===== src/rtl/mult_pkg.sv =====
// Shared constants for the radix-4 sequential multiplier:
// FSM state encoding and radix-4 digit values.
package mult_pkg;

    typedef enum logic [1:0] {
        ST_IDLE = 2'd0,
        ST_BUSY = 2'd1,
        ST_DONE = 2'd2
    } state_t;

    localparam logic [1:0] DIG_ZERO  = 2'd0;
    localparam logic [1:0] DIG_ONE   = 2'd1;
    localparam logic [1:0] DIG_TWO   = 2'd2;
    localparam logic [1:0] DIG_THREE = 2'd3;

endpackage


===== src/rtl/radix4_digit_mux.sv =====
// Radix-4 partial product selector: maps a 2-bit digit to
// 0, A, 2A or 3A, widened by two bits so 3A never overflows.
module radix4_digit_mux
    import mult_pkg::*;
#(
    parameter int WIDTH = 8
) (
    input  logic [WIDTH-1:0] a,
    input  logic [1:0]       d,
    output logic [WIDTH+1:0] y
);

    logic [WIDTH+1:0] a_ext;

    assign a_ext = {2'b00, a};

    always_comb begin
        y = '0;
        unique case (d)
            DIG_ZERO:  y = '0;
            DIG_ONE:   y = a_ext;
            DIG_TWO:   y = a_ext << 1;
            DIG_THREE: y = (a_ext << 1) + a_ext;
            default:   y = '0;
        endcase
    end

endmodule


===== src/rtl/seq_mult_radix4.sv =====
// Iterative signed/unsigned multiplier retiring two multiplier
// bits per clock, with a start/busy/done handshake.
module seq_mult_radix4
    import mult_pkg::*;
#(
    parameter int WIDTH = 8
) (
    input  logic               Clock,
    input  logic               Reset,
    input  logic               iStart,
    input  logic               iSigned,
    input  logic [WIDTH-1:0]   iA,
    input  logic [WIDTH-1:0]   iB,
    output logic               oBusy,
    output logic               oDone,
    output logic [2*WIDTH-1:0] oResult
);

    localparam int STEPS = WIDTH / 2;
    localparam int CW    = (STEPS > 1) ? $clog2(STEPS) : 1;
    localparam logic [CW-1:0] LAST = CW'(STEPS - 1);

    state_t             state;
    logic [WIDTH-1:0]   a_reg;
    logic [WIDTH-1:0]   b_reg;
    logic               neg;
    logic [2*WIDTH-1:0] p;
    logic [CW-1:0]      cnt;

    logic [WIDTH-1:0]   a_abs;
    logic [WIDTH-1:0]   b_abs;
    logic [WIDTH+1:0]   addend;
    logic [WIDTH+1:0]   sum;
    logic [2*WIDTH-1:0] p_next;
    logic [2*WIDTH-1:0] prod_fix;

    // Magnitude of the most negative value wraps to 2^(W-1) unsigned.
    assign a_abs = (iSigned && iA[WIDTH-1]) ? -iA : iA;
    assign b_abs = (iSigned && iB[WIDTH-1]) ? -iB : iB;

    radix4_digit_mux #(
        .WIDTH(WIDTH)
    ) u_mux (
        .a(a_reg),
        .d(b_reg[1:0]),
        .y(addend)
    );

    assign sum      = {2'b00, p[2*WIDTH-1:WIDTH]} + addend;
    assign p_next   = {sum, p[WIDTH-1:2]};
    assign prod_fix = neg ? -p_next : p_next;

    // The result is registered on the final step so that the
    // done pulse and the valid product appear in the DONE cycle.
    always_ff @(posedge Clock) begin
        if (Reset) begin
            state   <= ST_IDLE;
            a_reg   <= '0;
            b_reg   <= '0;
            neg     <= 1'b0;
            p       <= '0;
            cnt     <= '0;
            oBusy   <= 1'b0;
            oDone   <= 1'b0;
            oResult <= '0;
        end else begin
            unique case (state)
                ST_IDLE: begin
                    oDone <= 1'b0;
                    if (iStart) begin
                        a_reg <= a_abs;
                        b_reg <= b_abs;
                        neg   <= iSigned & (iA[WIDTH-1] ^ iB[WIDTH-1]);
                        p     <= '0;
                        cnt   <= '0;
                        oBusy <= 1'b1;
                        state <= ST_BUSY;
                    end
                end
                ST_BUSY: begin
                    p     <= p_next;
                    b_reg <= b_reg >> 2;
                    cnt   <= cnt + 1'b1;
                    if (cnt == LAST) begin
                        oResult <= prod_fix;
                        oDone   <= 1'b1;
                        state   <= ST_DONE;
                    end
                end
                ST_DONE: begin
                    oDone <= 1'b0;
                    oBusy <= 1'b0;
                    state <= ST_IDLE;
                end
                default: state <= ST_IDLE;
            endcase
        end
    end

endmodule


===== config.mk =====
export PLATFORM = sky130hd
export DESIGN_NAME = seq_mult_radix4
export DESIGN_NICKNAME = d
export VERILOG_FILES = /design/src/rtl/mult_pkg.sv /design/src/rtl/radix4_digit_mux.sv /design/src/rtl/seq_mult_radix4.sv
export SDC_FILE = /design/constraint.sdc
export NUM_CORES = 1
export LEC_CHECK = 0
export ABC_AREA = 1
export CAP_MARGIN = 25
export CELL_PAD_IN_SITES_DETAIL_PLACEMENT = 0
export CELL_PAD_IN_SITES_GLOBAL_PLACEMENT = 1
export CORE_MARGIN = 5
export CORE_UTILIZATION = 43
export CTS_CLUSTER_SIZE = 20
export DETAILED_ROUTE_END_ITERATION = 6
export PLACE_DENSITY_LB_ADDON = 0.1
export SLEW_MARGIN = 40
export SYNTH_ARGS = -nofsm -noshare
export SYNTH_HDL_FRONTEND = slang
export SYNTH_SLANG_ARGS = --single-unit

===== constraint.sdc =====
create_clock -name Clock -period 6.3 [get_ports Clock]
set_input_delay 0.63 -clock Clock [delete_from_list [all_inputs] [get_ports Clock]]
set_output_delay 0.63 -clock Clock [all_outputs]
set_load 0.1 [all_outputs]

==> reports/results.txt <==
The die covers 0.00997 mm². The arrival time reported for the critical path endpoint is 3.64 ns. The count of max-cap constraint violations is 0.

The remaining number of nets flagged by the antenna check after routing was 0. The post-route clock period utilization works out to 0.546. The share of layout cells above drive strength 1 is 0.0966, and the number of DRC violations after detailed routing is 0. Die height: 99.8 µm.

Buffers inserted to repair hold after CTS numbered 0. Once the clock tree was built, the setup fixing pass inserted 0 buffers. Data on the critical path is required at its endpoint by 6.50 ns. The congestion estimate from routability-driven global placement came to 0.826.

The number of endpoints with negative hold slack in the final report came out at 0. From left edge to right edge, the die measures 99.8 µm. Summed over all layers, the global routing overflow is 0.

The clock drives 53 sinks. The tools report the met1 track demand over resource in global routing as 0.238. The mapped cell area is 0.00347 mm², and the total power density per cell area is 186 mW/mm². The number of antenna violations at the first check in global routing was 0; the slew at the pin closest to its max-slew limit was 0.683 ns.

Number of standard-cell rows in the floorplan: 32. The terminus of the critical flop-to-flop path is oResult[15]$_SDFFE_PP0P_. The via count of the first global-routing pass is 3143.

The critical path start-end classification is flip-flop to flip-flop. In the final layout, the registers with the most flip-flops are oResult (16), p (14). Worst setup path startpoint: a_reg[1]$_SDFFE_PP0P_. The core region is 0.00781 mm².

Summing all placed instances gives a cell area of 0.00385 mm². The run gives 0.273 as the global-route track usage on met2. The dominant synthesized flop cell was sky130_fd_sc_hd__dfxtp_1. At the later pin of the worst-skew pair, clock insertion delay measures 0.31 ns.

The smallest clock period supported by the final layout is computed as 3.44 ns. The setup-violating endpoint count in the final report came out at 0. The count of distinct cell types in the synthesized netlist was 36. The most used routing layer was met2. The total negative setup slack is 0 ns, and the synthesized net count is 568. The proportion of netlist area held by the largest area contributor is 0.306. The upper clock frequency limit came out at 0.291 GHz. After clock tree synthesis, the repair step resized 0 gates. By area the synthesized netlist is led by sky130_fd_sc_hd__dfxtp_1 (31%), sky130_fd_sc_hd__nand2_1 (17%), sky130_fd_sc_hd__a21oi_1 (7.9%).

Summed over all cells, the static leakage comes to 1.86 nW. The number of H-tree levels came out at 2. Setup repair after global routing left no endpoint under its margin. The synthesized area per cell is 6.60 µm². In the post-synthesis netlist, the cell with the most instances is sky130_fd_sc_hd__nand2_1. The fraction of synthesis flops using an asynchronous set or reset pin came out at 0.

The maximum clock path buffer count came out at 2. Counting every instance in the synthesized netlist gives 526. VDD sags by at most 0.000131 V. The cell type with the highest aggregate area in the netlist was sky130_fd_sc_hd__dfxtp_1. The pre-antenna-repair detailed-routing pass consisted of 4 iterations. In this run, synthesis inferred 0 flip-flops with an integrated enable.

The type of element launching the critical path is a flip-flop. The number of flip-flops in the largest register is 16. Met3 demand-to-capacity share in global routing: 0.0208. In this run the register-to-register setup slack is 2.86 ns. The run gives 600 as the final net count.

Synthesis inferred 53 register bits. The starting DRC count in detailed routing was 94. 38 I/O pins were placed. The startpoint identified for the worst register-to-register timing path is a_reg[1]$_SDFFE_PP0P_.

End of the critical path: oResult[15]$_SDFFE_PP0P_. After clock tree synthesis, the clock-pin slew on the worst setup and hold paths is 0.11 ns. Ratio of routed vias to standard cells: 5.01. Ranked by instance count, the synthesized netlist is headed by sky130_fd_sc_hd__nand2_1 (154), sky130_fd_sc_hd__inv_1 (63), sky130_fd_sc_hd__a21oi_1 (55). Summed over all layers, the routed wires come to 8.19 mm.

The total inserted antenna cells was 0. The tools report the clock buffer count from CTS as 5. In this run the worst path has a maximum fanout of 6. The total number of vias was 3314; the pin count of the biggest net entering global routing was 34. The cell depth of the worst flop-to-flop path works out to 21. The global-route wire length before repair was 14.1 mm; the area added between synthesis and finish was 13.9%. Register bank with the most flops: oResult.

The starting density of the core came out at 0.445. The min-delay analysis places its worst path in the category flip-flop to flip-flop. The run gives 0 as the final number of max-transition violations. The total global routing track utilization is 0.169, and the routed wirelength normalized by instance count is 12.4 µm. TritonCTS built the clock tree. The count of buffers added on input and output ports is 37. The run gives 0 as the number of warning messages in the yosys log. The flow ran to the end, and the final reports show no timing, DRC or antenna violations. With fillers left out, the area of the finished cells amounts to 0.00395 mm². Nature of the critical path endpoint: a flip-flop. The instance count along the most critical hold path was 2; the sequential area share after synthesis was 0.306. The worst clock skew was 0.0133 ns. Clock tree synthesis selected as its root buffer the cell sky130_fd_sc_hd__clkbuf_8. After legalization and detailed placement, the total HPWL measured 6.09 mm. For the worst max-slew margin expressed relative to the limit, the log shows 0.544.
==> per-stage QoR <==
step	setup slack, ns	hold WS [ns]	utilization	instances	total power (W)
5_1_grt	2.45	0.499	0.506	661	0.000780
4_1_cts	2.84	0.473	0.506	661	0.000745
3_5_place_dp	2.87	0.452	0.494	653	0.000531
2_1_floorplan	3.17	0.436	-	526	0.000483
6_report	2.86	0.468	0.506	661	0.000735
3_3_place_gp	2.95	0.453	0.504	653	0.000529
==> critical path, stage by stage, from the launching register on <==
cell	delay, ns
sky130_fd_sc_hd__dfxtp_1	0.39
sky130_fd_sc_hd__ha_1	0.24
sky130_fd_sc_hd__fa_1	0.41
sky130_fd_sc_hd__nand3_1	0.09
sky130_fd_sc_hd__nand2_1	0.08
sky130_fd_sc_hd__and2_1	0.16
sky130_fd_sc_hd__nor2_1	0.09
sky130_fd_sc_hd__o21bai_1	0.07
sky130_fd_sc_hd__or2_2	0.28
sky130_fd_sc_hd__nand3_1	0.07
sky130_fd_sc_hd__o211ai_1	0.08
sky130_fd_sc_hd__ha_1	0.35
sky130_fd_sc_hd__nand2_1	0.08
sky130_fd_sc_hd__or2_2	0.29
sky130_fd_sc_hd__nand3_1	0.09
sky130_fd_sc_hd__nand4_1	0.10
sky130_fd_sc_hd__nand2_1	0.11
sky130_fd_sc_hd__nand2_1	0.09
sky130_fd_sc_hd__nand2_1	0.07
sky130_fd_sc_hd__nand2_1	0.06
sky130_fd_sc_hd__nand2_2	0.06
sky130_fd_sc_hd__a21oi_2	0.04
==> cells by family (layout without fill, tap and decap cells) <==
kind of cell               count (synthesis)  in the layout  synth area share
and+or+nand+nor                          253            253             0.319
AOI/OAI and AO/OA                        105            105             0.168
buffers and inverters                     79            112            0.0869
adders and majority gates                 22             22            0.0836
DFF                                       53             53             0.306
xor gates and xnor gates                  14             14            0.0375
==> worst min path at each step <==
stage	start	to	slack, ns
floorplan	state[0]$_SDFFE_PP0P_	oDone$_SDFFE_PP0P_	0.44
global placement	cnt[1]$_SDFFE_PP0P_	cnt[1]$_SDFFE_PP0P_	0.45
detailed placement	state[0]$_SDFFE_PP0P_	oDone$_SDFFE_PP0P_	0.45
CTS	b_reg[7]$_SDFFE_PP0P_	b_reg[5]$_SDFFE_PP0P_	0.47
global route	cnt[1]$_SDFFE_PP0P_	cnt[1]$_SDFFE_PP0P_	0.50
finish	b_reg[7]$_SDFFE_PP0P_	b_reg[5]$_SDFFE_PP0P_	0.47
==> metal layers <==
metal  wire, µm  up-vias
li1           -     1785
met1       4200     1494
met2       3780       29
met3        146        6
met4         59        0
met5          0        -
==> final cells by class <==
cell class	instances	area, µm²
inverters	64	240
clock inverters	2	16.3
fillers	803	3850
flip-flops and latches	53	1060
well taps	102	128
repair buffers	40	303
clock buffers	6	82.6
multi-input cells	394	2120
==> layout by cell type, fill, tap and decap left out, types with 7 or more instances in the layout <==
cell type and instances:
sky130_fd_sc_hd__nor2_1 32, sky130_fd_sc_hd__clkdlybuf4s50_1 19, sky130_fd_sc_hd__xor2_1 13, sky130_fd_sc_hd__inv_1 63
sky130_fd_sc_hd__buf_2 18, sky130_fd_sc_hd__nand3_1 32, sky130_fd_sc_hd__dfxtp_1 53, sky130_fd_sc_hd__ha_1 20
sky130_fd_sc_hd__o21ai_0 29, sky130_fd_sc_hd__nand4_1 7, sky130_fd_sc_hd__a21oi_1 55, sky130_fd_sc_hd__nand2_1 154
==> where the power goes <==
| group | leakage (nW) | internal (W) | switching [W] |
|---|---|---|---|
| registers | 0.431 | 0.000347 | 0.0000144 |
| logic | 1.38 | 0.0000603 | 0.000101 |
| clock network | 0.0478 | 0.0000908 | 0.000121 |
| total | 1.86 | 0.000498 | 0.000237 |
Power figures use the tool's default switching activity.
